$ cat src/rtl/alu_pkg.sv
// Shared ALU-side types and sizing for the operand fetch stage.
// Operand forwarding is selected at build time by OPERAND_BYPASS_EN.
package alu_pkg;

  localparam int DATA_W = 16;
  localparam int NREGS  = 8;
  localparam int ADDR_W = $clog2(NREGS);

  typedef logic [1:0]        alu_op_t;
  typedef logic [ADDR_W-1:0] reg_idx_t;
  typedef logic [DATA_W-1:0] data_t;

  localparam alu_op_t OP_ADD = 2'b00;
  localparam alu_op_t OP_SUB = 2'b01;
  localparam alu_op_t OP_AND = 2'b10;
  localparam alu_op_t OP_OR  = 2'b11;

endpackage

$ cat src/rtl/operand_fetch_if.sv
// Issue, write-back and ALU-operand signals of the operand fetch stage.
// master drives issue/write-back/out_ready; slave is the stage itself.
interface operand_fetch_if;
  import alu_pkg::*;

  logic     in_valid;
  logic     in_ready;
  alu_op_t  in_op;
  reg_idx_t in_rs_a;
  reg_idx_t in_rs_b;
  reg_idx_t in_rd;
  logic     in_use_imm;
  data_t    in_imm;

  logic     wb_en;
  reg_idx_t wb_addr;
  data_t    wb_data;

  logic     out_valid;
  logic     out_ready;
  alu_op_t  ctrl;
  data_t    input_a;
  data_t    input_b;
  reg_idx_t out_rd;

  modport master (
    output in_valid, in_op, in_rs_a, in_rs_b, in_rd, in_use_imm, in_imm,
    output wb_en, wb_addr, wb_data, out_ready,
    input  in_ready, out_valid, ctrl, input_a, input_b, out_rd
  );

  modport slave (
    input  in_valid, in_op, in_rs_a, in_rs_b, in_rd, in_use_imm, in_imm,
    input  wb_en, wb_addr, wb_data, out_ready,
    output in_ready, out_valid, ctrl, input_a, input_b, out_rd
  );

endinterface

$ cat src/rtl/operand_fetch_regfile.sv
// General register file: two combinational read ports, one synchronous
// write port, R0 hardwired to zero.
module operand_fetch_regfile
  import alu_pkg::*;
(
  input  logic     clk,
  input  logic     rst_n,
  input  logic     i_wb_en,
  input  reg_idx_t i_wb_addr,
  input  data_t    i_wb_data,
  input  reg_idx_t i_rd_addr_a,
  input  reg_idx_t i_rd_addr_b,
  output data_t    o_rd_data_a,
  output data_t    o_rd_data_b
);

  data_t r_regs [NREGS];

  // Entry 0 is never written; the read mux forces zero regardless.
  always_ff @(posedge clk or negedge rst_n) begin
    if (!rst_n) begin
      for (int i = 0; i < NREGS; i++) begin
        r_regs[i] <= '0;
      end
    end else if (i_wb_en && (i_wb_addr != '0)) begin
      r_regs[i_wb_addr] <= i_wb_data;
    end
  end

  assign o_rd_data_a = (i_rd_addr_a == '0) ? '0 : r_regs[i_rd_addr_a];
  assign o_rd_data_b = (i_rd_addr_b == '0) ? '0 : r_regs[i_rd_addr_b];

endmodule

$ cat src/rtl/operand_fetch.sv
// Operand fetch stage ahead of the ALU: register read, immediate select and a
// registered valid/ready output. Define OPERAND_BYPASS_EN for write-first reads.
module operand_fetch
  import alu_pkg::*;
(
  input logic            clk,
  input logic            rst_n,
  operand_fetch_if.slave bus
);

  data_t    w_rf_a;
  data_t    w_rf_b;
  data_t    w_op_a;
  data_t    w_fwd_b;
  data_t    w_op_b;
  logic     w_in_ready;
  logic     w_accept;

  logic     r_out_valid;
  alu_op_t  r_ctrl;
  data_t    r_input_a;
  data_t    r_input_b;
  reg_idx_t r_out_rd;

  operand_fetch_regfile u_regfile (
    .clk         (clk),
    .rst_n       (rst_n),
    .i_wb_en     (bus.wb_en),
    .i_wb_addr   (bus.wb_addr),
    .i_wb_data   (bus.wb_data),
    .i_rd_addr_a (bus.in_rs_a),
    .i_rd_addr_b (bus.in_rs_b),
    .o_rd_data_a (w_rf_a),
    .o_rd_data_b (w_rf_b)
  );

`ifdef OPERAND_BYPASS_EN
  logic w_hit_a;
  logic w_hit_b;

  // A write landing on the same edge as the accept wins over the stored value.
  assign w_hit_a = bus.wb_en && (bus.wb_addr != '0) && (bus.wb_addr == bus.in_rs_a);
  assign w_hit_b = bus.wb_en && (bus.wb_addr != '0) && (bus.wb_addr == bus.in_rs_b);
  assign w_op_a  = w_hit_a ? bus.wb_data : w_rf_a;
  assign w_fwd_b = w_hit_b ? bus.wb_data : w_rf_b;
`else
  assign w_op_a  = w_rf_a;
  assign w_fwd_b = w_rf_b;
`endif

  assign w_op_b     = bus.in_use_imm ? bus.in_imm : w_fwd_b;
  assign w_in_ready = !r_out_valid || bus.out_ready;
  assign w_accept   = bus.in_valid && w_in_ready;

  // Operands are snapshotted at accept; data holds after drain.
  always_ff @(posedge clk or negedge rst_n) begin
    if (!rst_n) begin
      r_out_valid <= 1'b0;
      r_ctrl      <= '0;
      r_input_a   <= '0;
      r_input_b   <= '0;
      r_out_rd    <= '0;
    end else if (w_accept) begin
      r_out_valid <= 1'b1;
      r_ctrl      <= bus.in_op;
      r_input_a   <= w_op_a;
      r_input_b   <= w_op_b;
      r_out_rd    <= bus.in_rd;
    end else if (bus.out_ready) begin
      r_out_valid <= 1'b0;
    end
  end

  assign bus.in_ready  = w_in_ready;
  assign bus.out_valid = r_out_valid;
  assign bus.ctrl      = r_ctrl;
  assign bus.input_a   = r_input_a;
  assign bus.input_b   = r_input_b;
  assign bus.out_rd    = r_out_rd;

endmodule

$ cat src/flat_wrapper.sv
// flat-port wrapper written by rule: the top's interface ports become plain ports
module operand_fetch_flat import alu_pkg::*;
  (clk, rst_n, bus_in_valid, bus_in_op, bus_in_rs_a, bus_in_rs_b, bus_in_rd, bus_in_use_imm, bus_in_imm, bus_wb_en, bus_wb_addr, bus_wb_data, bus_out_ready, bus_in_ready, bus_out_valid, bus_ctrl, bus_input_a, bus_input_b, bus_out_rd);
  operand_fetch_if bus_i ();
  input logic clk;
  input logic rst_n;
  input wire logic [$bits(bus_i.in_valid)-1:0] bus_in_valid;
  input wire logic [$bits(bus_i.in_op)-1:0] bus_in_op;
  input wire logic [$bits(bus_i.in_rs_a)-1:0] bus_in_rs_a;
  input wire logic [$bits(bus_i.in_rs_b)-1:0] bus_in_rs_b;
  input wire logic [$bits(bus_i.in_rd)-1:0] bus_in_rd;
  input wire logic [$bits(bus_i.in_use_imm)-1:0] bus_in_use_imm;
  input wire logic [$bits(bus_i.in_imm)-1:0] bus_in_imm;
  input wire logic [$bits(bus_i.wb_en)-1:0] bus_wb_en;
  input wire logic [$bits(bus_i.wb_addr)-1:0] bus_wb_addr;
  input wire logic [$bits(bus_i.wb_data)-1:0] bus_wb_data;
  input wire logic [$bits(bus_i.out_ready)-1:0] bus_out_ready;
  output wire logic [$bits(bus_i.in_ready)-1:0] bus_in_ready;
  output wire logic [$bits(bus_i.out_valid)-1:0] bus_out_valid;
  output wire logic [$bits(bus_i.ctrl)-1:0] bus_ctrl;
  output wire logic [$bits(bus_i.input_a)-1:0] bus_input_a;
  output wire logic [$bits(bus_i.input_b)-1:0] bus_input_b;
  output wire logic [$bits(bus_i.out_rd)-1:0] bus_out_rd;
  assign bus_i.in_valid = bus_in_valid;
  assign bus_i.in_op = bus_in_op;
  assign bus_i.in_rs_a = bus_in_rs_a;
  assign bus_i.in_rs_b = bus_in_rs_b;
  assign bus_i.in_rd = bus_in_rd;
  assign bus_i.in_use_imm = bus_in_use_imm;
  assign bus_i.in_imm = bus_in_imm;
  assign bus_i.wb_en = bus_wb_en;
  assign bus_i.wb_addr = bus_wb_addr;
  assign bus_i.wb_data = bus_wb_data;
  assign bus_i.out_ready = bus_out_ready;
  assign bus_in_ready = bus_i.in_ready;
  assign bus_out_valid = bus_i.out_valid;
  assign bus_ctrl = bus_i.ctrl;
  assign bus_input_a = bus_i.input_a;
  assign bus_input_b = bus_i.input_b;
  assign bus_out_rd = bus_i.out_rd;
  operand_fetch u_core (.clk(clk), .rst_n(rst_n), .bus(bus_i));
endmodule
$ cat config.mk
export PLATFORM = sky130hd
export DESIGN_NAME = operand_fetch_flat
export DESIGN_NICKNAME = d
export VERILOG_FILES = /design/src/rtl/alu_pkg.sv /design/src/rtl/operand_fetch_if.sv /design/src/rtl/operand_fetch_regfile.sv /design/src/rtl/operand_fetch.sv /design/src/flat_wrapper.sv
export SDC_FILE = /design/constraint.sdc
export NUM_CORES = 1
export LEC_CHECK = 0
export ABC_AREA = 1
export BUFFER_PORTS_ARGS = -buffer_cell sky130_fd_sc_hd__buf_2
export CORE_MARGIN = 10
export CORE_UTILIZATION = 58
export DETAILED_ROUTE_END_ITERATION = 8
export PLACE_DENSITY = 0.79
export SLEW_MARGIN = 10
export SYNTH_ARGS = -nofsm -noshare
export SYNTH_HDL_FRONTEND = slang
export SYNTH_SLANG_ARGS = --single-unit
$ cat constraint.sdc
create_clock -name clk -period 1.73 [get_ports clk]
set_clock_uncertainty 0.15 [all_clocks]
set_input_delay 0.2595 -clock clk [delete_from_list [all_inputs] [get_ports clk]]
set_output_delay 0.2595 -clock clk [all_outputs]
set_load 0.01 [all_outputs]
# Word-level counts from Yosys, hierarchy flattened
# Cells that the tools add are included.
# word_totals
input_bits	52
out_inout_bits	39
wordCells	43
register_bits	166
# op_classes
n_mux	14
n_lt_le_gt_ge	4
bitwise_logic	3
n_reduce_logical	9
# op_table
cell	n
$bwmux 128	1
$mux 16	8
$bmux 16 s3	2
$demux 16 s3	1
$ge 4x4->1 const B	3
$not 3->4	3
$logic_not 3->1	2
$lt 4x1->1 const B	1
$logic_and 1x1->1	3
$reduce_bool 3->1	1
$mux 1	2
$reduce_bool 2->1	1
$logic_not 1->1	1
$logic_or 1x1->1	1

# Depth between registers and ports, before layout
# Gate-level depths: netlist (run 1).
# logic_depth
depth_word	6
ltp_mapped	10
mapped_depth_nobuf	9

# Hierarchy
# Synthesis (run 1) repeated with hierarchy kept, for this count alone.
# unflattened
cells_unflattened	1365
area_unflattened_um2	9268.9
# by_module_without_submodules
module	cells_per_inst	seq_area_each_um2	instances	area_per_inst_um2
operand_fetch_regfile	1150	3203.1	1	7572.3
operand_fetch	215	950.9	1	1696.6

# Least setup slack after synthesis (run 1)
# Ideal clock, no wire load.
# synth_timing
path_kind	register -> register
from	register u_core.r_out_valid, in the netlist u_core.bus.out_valid
to	register u_core.r_input_a[0], in the netlist u_core.bus.input_a[0]
n_path_buf	1
setup_time_ns	0.066
period_less_slack_ns	1.419
arrival_time_ns	1.204
slack_ns	0.311
path_stages_with_launch	7
required_ns	1.514
path_cell_list	dfrtp_1 nand2_1 nand2_2 inv_2 clkbuf_1 nand4_1 nand2_1
# synth_via
elab_chain_cells	3
# synth_lines
item	line	source
from (decl)	operand_fetch.sv:19	logic r_out_valid;
from (signal assigned)	operand_fetch.sv:58	r_out_valid <= 1'b0;
from (signal assigned)	operand_fetch.sv:64	r_out_valid <= 1'b1;
from (signal assigned)	operand_fetch.sv:70	r_out_valid <= 1'b0;
$logic_not 1->1	operand_fetch.sv:52	assign w_in_ready = !r_out_valid || bus.out_ready;
$logic_or 1x1->1	operand_fetch.sv:52	
net bus_in_ready	flat_wrapper.sv:18	output wire logic [$bits(bus_i.in_ready)-1:0] bus_in_ready;
$logic_and 1x1->1	operand_fetch.sv:53	assign w_accept = bus.in_valid && w_in_ready;
to (signal assigned)	operand_fetch.sv:66	r_input_a <= w_op_a;
to (decl)	operand_fetch.sv:21	data_t r_input_a;
# The timed path passes the listed nets, and every way through them passes these cells.
# A chain may end at the register's enable or synchronous reset.

# Final worst setup path (run 1)
# layout_timing
from	input bus_out_ready
to	output bus_in_ready
# layout_via
elab_chain_cells	1
# layout_lines
item	line	source
from (decl)	flat_wrapper.sv:17	input wire logic [$bits(bus_i.out_ready)-1:0] bus_out_ready;
$logic_or 1x1->1	operand_fetch.sv:52	
to (decl)	flat_wrapper.sv:18	
# Every way passes these cells.

==> results.md, run 1 <==
* Syn Inst Count at 1106
* # hold bufs at CTS at 20
* Crit-path cells: dlygate4sd3_1 > buf_2 > inv_1 > nand2_1 > buf_2
* DP HPWL at 16400 um
* Worst-Margin Slew at between 400 and 500 ps
* Unrepaired setup endpoints after global routing: false
* Clock sink count at 150
* Area Growth Syn to Fin at 20.5%
* Clk buf depth at 2
* Max cap viols at 0
* Crit path largest cell delay at 530 ps
* Initial antenna violation count at 0
* Seq/Total Area, Yosys at 0.484
* Worst Hold Slack at 5.78 ps
* Die width at 136 um
* Vias at 7956
* Filler cell count at 1068
* Wire length per cell at approximately 18 um
* Final nets at 1266
* Total die area at 18400 um2
* Fin util at 0.708
* Setup tns final at 0 ps
* Tcrit/Tclk final at 0.929
* Total CTS buffers at 17
* Vias/cell at 5.68
* Chip height at 136 um
* Post-CTS Setup Bufs at 0
* Arr. time, crit path at approximately 1200 ps
* Core area at 13200 um2
* Post-Synthesis Net Count at 1158
* CP Max Fanout at 3
* Final WL at between 20000 and 25000 um
* Hold Crit Class: in -> reg
* Min Tclk post-route at approximately 1600 ps
* Overflow after GRT at 0
* Post-synth cell types at 20
* Largest net degree at the start of global routing at 49
* Clk_lat worst skew at 450 ps
* Cell Area, Synth at 7760 um2
* Final setup viols at 0
* Family with the most delay on the worst path: buffers and inverters
* Number of global-route vias before repair at 7809
* Non-filler cells, final at 1401
* Row count at 42
* WP buf/inv at 4
* Fin. Hold Viols at 0
* First-pass GRT wire length at 39300 um
* # diodes at 0
* Root Buffer: clkbuf_16
* Starting Density at 0.588
* CP Launch Type: input pin
* Max-slew violations at 0
* Slew headroom at 0.728
* Mean Syn Cell Area at 7.01 um2
* Endpoint class of the critical path: output pin
* Cells after DPL at approximately 1400
* Leakage at 0.00493 uW
* CTS tree: built
* Initial DRC Count at 1099
* Initial DRT Pass Iterations at 6
* Gr usage total at 0.271
* Power Density at 1080 nW/um2
* VDD IR max at 0.735 mV
* CTS clk-pin slew, worst paths at 50 ps
* IO Count at 91
* GPL Wtd Cong at 0.871
* Number of synthesized register bits at 150
* Status: finished clean
* DRC errors left at 0
* Share of cells above drive strength 1 at 0.136
* FMAX at 0.622 GHz
* Slowest CP cell: dlygate4sd3_1
* Critical Path RT at 1320 ps
* Post-route ant nets at 0
* Ys Warns at 0
* CTS H-tree lvls at 4
* I/O Buffers at 90
* Post-CTS Resized at 0
* CP most frequent cell: buf_2
* Critical path class: in -> out
==> per-layer routing <==
layer	part of all wire	vias up	GRT usage
met5	0	-	0
met4	0.048	0	0.142
met3	0.10	104	0.0772
met2	0.47	503	0.430
met1	0.38	3668	0.328
li1	-	3681	-
==> synth_stat cells <==
cell type / count / area share
a21oi_1: 35 / 0.023
buf_1: 3 / 0.0015
buf_2: 23 / 0.015
buf_4: 7 / 0.0068
clkbuf_1: 28 / 0.014
dfrtp_1: 150 / 0.48
inv_1: 91 / 0.044
inv_2: 9 / 0.0044
nand2_1: 450 / 0.22
nand2_2: 1 / 0.00081
nand3_1: 80 / 0.052
nand4_1: 11 / 0.0089
nor2_1: 84 / 0.041
nor2_2: 1 / 0.00081
nor2_4: 1 / 0.0015
nor3_1: 6 / 0.0039
nor3_2: 1 / 0.0013
o211ai_1: 2 / 0.0019
o21ai_0: 106 / 0.068
o21ai_1: 17 / 0.011
==> flip-flops by register name (all words and copies together) (netlist names) <==
register	cells
u_core.bus.ctrl	2
u_core.bus.input_a	16
u_core.bus.input_b	16
u_core.bus.out_rd	3
u_core.bus.out_valid	1
u_core.u_regfile.r_regs	112
==> path summary, 6_finish.rpt <==
kind / start / end / slack [ps] / depth (start not counted)
min in group asynchronous: rst_n / u_core.u_regfile.r_regs[88] / 130 / 2
max in group asynchronous: rst_n / u_core.bus.input_a[6] / 750 / 3
max: bus_out_ready / bus_in_ready / 120 / 5
min: bus_wb_data[6] / u_core.u_regfile.r_regs[6] / 6 / 3
max reg2reg: u_core.bus.out_valid / u_core.bus.input_a[0] / 250 / 6
min reg2reg: u_core.bus.input_a[14] / u_core.bus.input_a[14] / 330 / 2
==> per-stage QoR <==
stage | setup WS (ps) | total power, uW | area (um2)
detailed placement | 107 | 6750 | 8630
global route | 62.7 | 10600 | 9340
global placement | 158 | 6670 | 8630
floorplan | 311 | 5860 | 7760
finish | 123 | 10100 | 9340
CTS | 125 | 10100 | 9340
==> kinds of logic (layout without fill, tap and decap cells) <==
family / after synthesis / count (layout) / synth area share
buffers and inverters: 161 / 280 / 0.0850
flip-flops: 150 / 150 / 0.484
AO/OA/AOI/OAI: 160 / 160 / 0.104
AND/OR/NAND/NOR: 635 / 635 / 0.327
==> tightest hold or removal path, cell delays in order <==
cell	delay, ps
buf_2	80
inv_1	80
a21oi_1	130
==> where the power goes <==
group	switching [uW]	total (uW)	leakage, uW	internal (uW)
Combinational	1340	2160	0.00282	819
Sequential	475	4640	0.00186	4160
Clock	1380	3300	0.000250	1920
==> cell type report <==
type                            instances  area (um2)  area share
Clock buffer                           26         489      0.0524
Clock inverter                          4        22.5     0.00241
Inverter                              100         375      0.0402
Multi-Input combinational cell        795        3350       0.359
Sequential cell                       150        3750       0.402
Tap cell                              176         220      0.0236
Timing Repair Buffer                  150        1130       0.121
==> layout by cell type (no fill, tap or decap) <==
cell	instances
nor2_1	84
nor2_2	1
o21ai_1	17
a21oi_1	35
nor2_4	1
nand2_1	450
buf_4	26
dlygate4sd3_1	20
clkinvlp_4	1
buf_2	89
nand2_2	1
dfrtp_1	150
clkbuf_1	6
nand4_1	11
clkbuf_8	3
nor3_4	1
buf_12	14
o211ai_1	2
nand3_1	80
inv_1	91
buf_6	1
clkbuf_16	17
o21ai_0	106
inv_2	9
clkinv_2	3
nor3_1	6
Power figures use the tool's default switching activity.
==> run 2: changes to the inputs <==
Settings changed: HOLD_SLACK_MARGIN set to 0.03.
==> run 2 against run 1 <==
  * Non-clock buffer count rose by 5
  * Register-to-register slack hardly changed
  * Cell count up 0.36%
  * Critical path type unchanged
==> results.md, run 2 (synthesized netlist as in run 1, its figures left out) <==
* VDD IR max at 0.737 mV
* Max-slew violations at 0
* Clk buf depth at 2
* Area Growth Syn to Fin at 21.1%
* Status: finished clean
* Clock sink count at 150
* Total die area at around 18000 um2
* Commonest cells after routing, fill and taps aside: 450 x nand2_1, 150 x dfrtp_1, 106 x o21ai_0, 91 x inv_1, 89 x buf_2
* Leakage at 0.00495 uW
* Fin. Hold Viols at 0
* Final nets at 1271
* Net Sw Power at 3220 uW
* Overflow after GRT at 0
* Gr usage total at 0.272
* Initial antenna violation count at 0
* Combinational share of power at 0.214
* Power Density at ~1100 nW/um2
* GPL Wtd Cong at 0.871
* CTS tree: built
* CP Launch Type: input pin
* Top reg by flops: u_core.u_regfile.r_regs
* Worst-Margin Slew at roughly 410 ps
* Setup slack, reg-to-reg at 250 ps
* Total CTS buffers at 17
* Int Power at 6910 uW
* Post-CTS Resized at 0
* Hold Crit Class: in -> reg
* Commonest non-fill, non-tap cell in the layout: nand2_1
* Final WL at 24700 um
* Clock power frac at 0.328
* CTS clk-pin slew, worst paths at 60 ps
* Vias/cell at 5.67
* DRC errors left at 0
* Arr. time, crit path at approximately 1200 ps
* I/O Buffers at 90
* Unrepaired setup endpoints after global routing: false
* FMAX at 0.622 GHz
* Root Buffer: clkbuf_16
* Min Tclk post-route at 1610 ps
* Vias at about 8000
* Starting Density at 0.588
* Worst Hold Slack at 20.0 ps
* DP HPWL at 16400 um
* Wire length per cell at 17.6 um
* CP Max Fanout at 3
* Initial DRC Count at 1057
* Chip height at 136 um
* Tcrit/Tclk final at 0.929
* Total power at 10100 uW
* Row count at 42
* Largest net degree at the start of global routing at 49
* Critical path class: in -> out
* Clk_lat worst skew at 450 ps
* Initial DRT Pass Iterations at 6
* Max reg flops at 112
* Post-CTS Setup Bufs at 0
* Core area at 13200 um2
* First-pass GRT wire length at just under 40000 um
* # diodes at 0
* # hold bufs at CTS at 25
* Seq pwr share at 0.458
* Setup tns final at 0 ps
* Die width at 136 um
* Post-route ant nets at 0
* IO Count at 91
* Max cap viols at 0
* Share of cells above drive strength 1 at 0.136
* Critical Path RT at about 1300 ps
* CTS H-tree lvls at 4
* Final setup viols at 0
* Number of global-route vias before repair at 7817
* Sw Ratio at 0.318
* Slew headroom at 0.726
* Endpoint class of the critical path: output pin
==> run 2: changes by cell type in the layout (fill, tap and decap cells not counted), sizes merged <==
cell and delta:
dlygate4sd3 +5
==> run 2: power by group through the flow <==
| stage | Sequential (uW) | Combinational [uW] | Clock (uW) |
|---|---|---|---|
| 2_1_floorplan | 4610 | 1250 | 0 |
| 3_3_place_gp | 4640 | 2030 | 0 |
| 3_5_place_dp | 4660 | 2090 | 0 |
| 4_1_cts | 4610 | 2160 | 3320 |
| 5_1_grt | 4690 | 2460 | 3480 |
| 6_report | 4640 | 2170 | 3320 |
==> run 2: critical path: stages <==
cell and delay [ps]:
dlygate4sd3_1 530, buf_2 120, inv_1 50, nand2_1 90, buf_2 150
==> run 2: path summary, 6_finish.rpt <==
kind	from	to	cells after the start
setup / recovery	bus_out_ready	bus_in_ready	5
hold / removal	bus_wb_data[2]	u_core.u_regfile.r_regs[2]	3
setup reg to reg	u_core.bus.out_valid	u_core.bus.input_a[0]	6
hold reg to reg	u_core.bus.input_a[0]	u_core.bus.input_a[0]	2
max in group asynchronous	rst_n	u_core.bus.input_a[6]	3
min in group asynchronous	rst_n	u_core.u_regfile.r_regs[88]	2
==> run 2: per-layer routing <==
| metal | up-vias | global-route usage | routed length, um |
|---|---|---|---|
| li1 | 3693 | - | - |
| met4 | 0 | 0.137 | 989 |
| met2 | 468 | 0.435 | 11700 |
| met3 | 85 | 0.0757 | 2320 |
| met1 | 3723 | 0.330 | 9670 |
| met5 | - | 0 | 0 |
==> run 2: final cells by class <==
class                           count  area [um2]
Inverter                          100         375
Clock buffer                       26         489
Clock inverter                      4        22.5
Multi-Input combinational cell    795        3350
Fill cell                        1062        3800
Tap cell                          176         220
Sequential cell                   150        3750
Timing Repair Buffer              155        1180
==> run 2: metrics by stage <==
stage / util / instances / instance area [um2] / worst slack [ps]
5_1_grt: 0.712 / 1406 / 9390 / 62.7
6_report: 0.712 / 1406 / 9390 / 123
3_3_place_gp: 0.654 / 1351 / 8630 / 158
2_1_floorplan: - / 1106 / 7760 / 311
3_5_place_dp: 0.654 / 1351 / 8630 / 107
4_1_cts: 0.712 / 1406 / 9390 / 125
==> run 3: changes to the inputs <==
Settings changed: CORE_ASPECT_RATIO set to 2, CTS_CLUSTER_DIAMETER set to 150.
==> run 3 against run 2 <==
  * Design area is 0.97% higher
  * Largest cell class unchanged
  * Via count down 2.1%
  * Cell count fell by 0.78%
  * Global-route usage fell by 1.1 points
  * Largest power group unchanged
  * Utilization grew 1.4 points
  * Sequential share of layout area decreased by 0.38 points
  * Total power grew 1.1%
  * Register-to-register slack worse by 20 ps
==> results.md, run 3 (synthesized netlist as in run 1, its figures left out) <==
* Setup slack, reg-to-reg at 230 ps
* Clock sink count at 150
* First-pass GRT wire length at 38500 um
* Total CTS buffers at 17
* Uppermost routed layer: met4
* Power Density at 1080 nW/um2
* Initial DRT Pass Iterations at 5
* Largest net degree at the start of global routing at 46
* Starting Density at 0.594
* CTS H-tree lvls at 4
* Chip height at 184 um
* Top reg by flops: u_core.u_regfile.r_regs
* Final setup viols at 0
* Die width at 102 um
* DR WL met3 at between 2000 and 2500 um
* Root Buffer: clkbuf_16
* Overflow after GRT at 0
* Total die area at ~19000 um2
* Min Tclk post-route at approximately 1600 ps
* Max reg flops at 112
* Setup tns final at 0 ps
* Endpoint class of the critical path: flip-flop
* Share of cells above drive strength 1 at 0.140
* # diodes at 0
* Met1 wire length at 9060 um
* CP Max Fanout at 45
* R2R depth at 7
* Min-delay src: bus_wb_data[7]
* Unrepaired setup endpoints after global routing: false
* Leakage at 0.00500 uW
* CP most frequent cell: nand2_1
* GPL Wtd Cong at 0.943
* Filler cell count at 1033
* Commonest non-fill, non-tap cell in the layout: nand2_1
* Reg2reg end: u_core.bus.input_a[15]
* Clk buf depth at 2
* Wire length per cell at 16.9 um
* Worst-Margin Slew at 456 ps
* Placed Area at 8560 um2
* CTS clk-pin slew, worst paths at about 60 ps
* Max cap viols at 0
* Crit path largest cell delay at 540 ps
* Slowest CP cell: dlygate4sd3_1
* Vias at between 7000 and 8000
* Row count at 59
* DP HPWL at about 16000 um
* Core area at roughly 13000 um2
* Fin util at 0.726
* Critical Path RT at 1890 ps
* Area Growth Syn to Fin at 22.3%
* VDD IR max at 0.908 mV
* Final WL at 23600 um
* Fin. Hold Viols at 0
* I/O Buffers at 90
* IO Count at 91
* Initial antenna violation count at 0
* Post-route cell area at 9480 um2
* Post-CTS Resized at 0
* Vias/cell at 5.59
* Hold Crit Class: in -> reg
* Gr usage total at 0.261
* Routed wl met2 at 11700 um
* Status: finished clean
* Tcrit/Tclk final at 0.943
* Arr. time, crit path at 1790 ps
* Min-Delay Path Depth at 3
* Post-route ant nets at 0
* Reg-to-Reg Start: u_core.bus.out_valid
* CP Launch Type: input pin
* Final nets at 1282
* Initial DRC Count at 783
* Max-slew violations at 0
* Critical path class: in -> reg
* Commonest cells after routing, fill and taps aside: 450 x nand2_1, 150 x dfrtp_1, 106 x o21ai_0, 91 x inv_1, 89 x buf_2
* DRC errors left at 0
* Number of global-route vias before repair at 7630
* CTS tree: built
* FMAX at approximately 0.61 GHz
* Slew headroom at 0.696
* Hold worst-path end: u_core.u_regfile.r_regs[7]
* Clk_lat worst skew at ~420 ps
* Total power at 10200 uW
* Crit-path cells: dlygate4sd3_1 > buf_2 > inv_1 > nand2_1 > nand2_2 > buf_4 > nor2_1 > nand2_1 > nand2_1
-- run 3: cell type report --
class	instances	area [um2]	share of cell area
clock buffers	18	439	0.0463
clock inverters	14	119	0.0125
multi-input cells	795	3350	0.353
repair buffers	166	1260	0.133
flip-flops and latches	150	3750	0.396
inverters	100	375	0.0396
well taps	152	190	0.0201
-- run 3: power by group --
group | total (uW) | switching, uW | internal [uW]
combinational | 2140 | 1310 | 829
clock | 3490 | 1570 | 1910
sequential | 4620 | 457 | 4160
-- run 3: timing repair --
action                                  in CTS  in global routing
endpoints found under the hold margin      191                  0
hold buffers                                37                  0
endpoints found under the setup margin       0                  0
buffers inserted                             0                  0
-- run 3: how the worst max path moves through the flow --
stage	from	end	cells after the start
final	bus_out_ready	u_core.bus.input_b[4]	9
after floorplan	u_core.bus.out_valid	u_core.bus.input_a[0]	6
after global routing	bus_out_ready	u_core.bus.input_a[1]	10
after global placement	bus_in_rs_b[2]	u_core.bus.input_b[3]	10
after CTS	bus_out_ready	u_core.bus.input_b[4]	9
after detailed placement	bus_in_rs_b[2]	u_core.bus.input_b[3]	10
-- run 3: per-stage QoR --
step	hold slack (ps)	worst slack, ps	std cells
after floorplan	-186	311	1106
after global placement	49.0	191	1326
after detailed placement	48.5	165	1326
after CTS	39.9	125	1395
after global routing	79.3	24.2	1395
final	45.1	99.2	1395
-- run 3: critical path, delay by kind of cell --
family / cells / cell delay (ps)
simple gates: 5 / 410
buf+inv: 4 / 1110
-- run 3: per-layer routing --
| metal | vias to the layer above | global-route usage |
|---|---|---|
| met2 | 408 | 0.433 |
| met1 | 3611 | 0.312 |
| met5 | - | 0 |
| met3 | 68 | 0.0535 |
| li1 | 3711 | - |
| met4 | 0 | 0.128 |
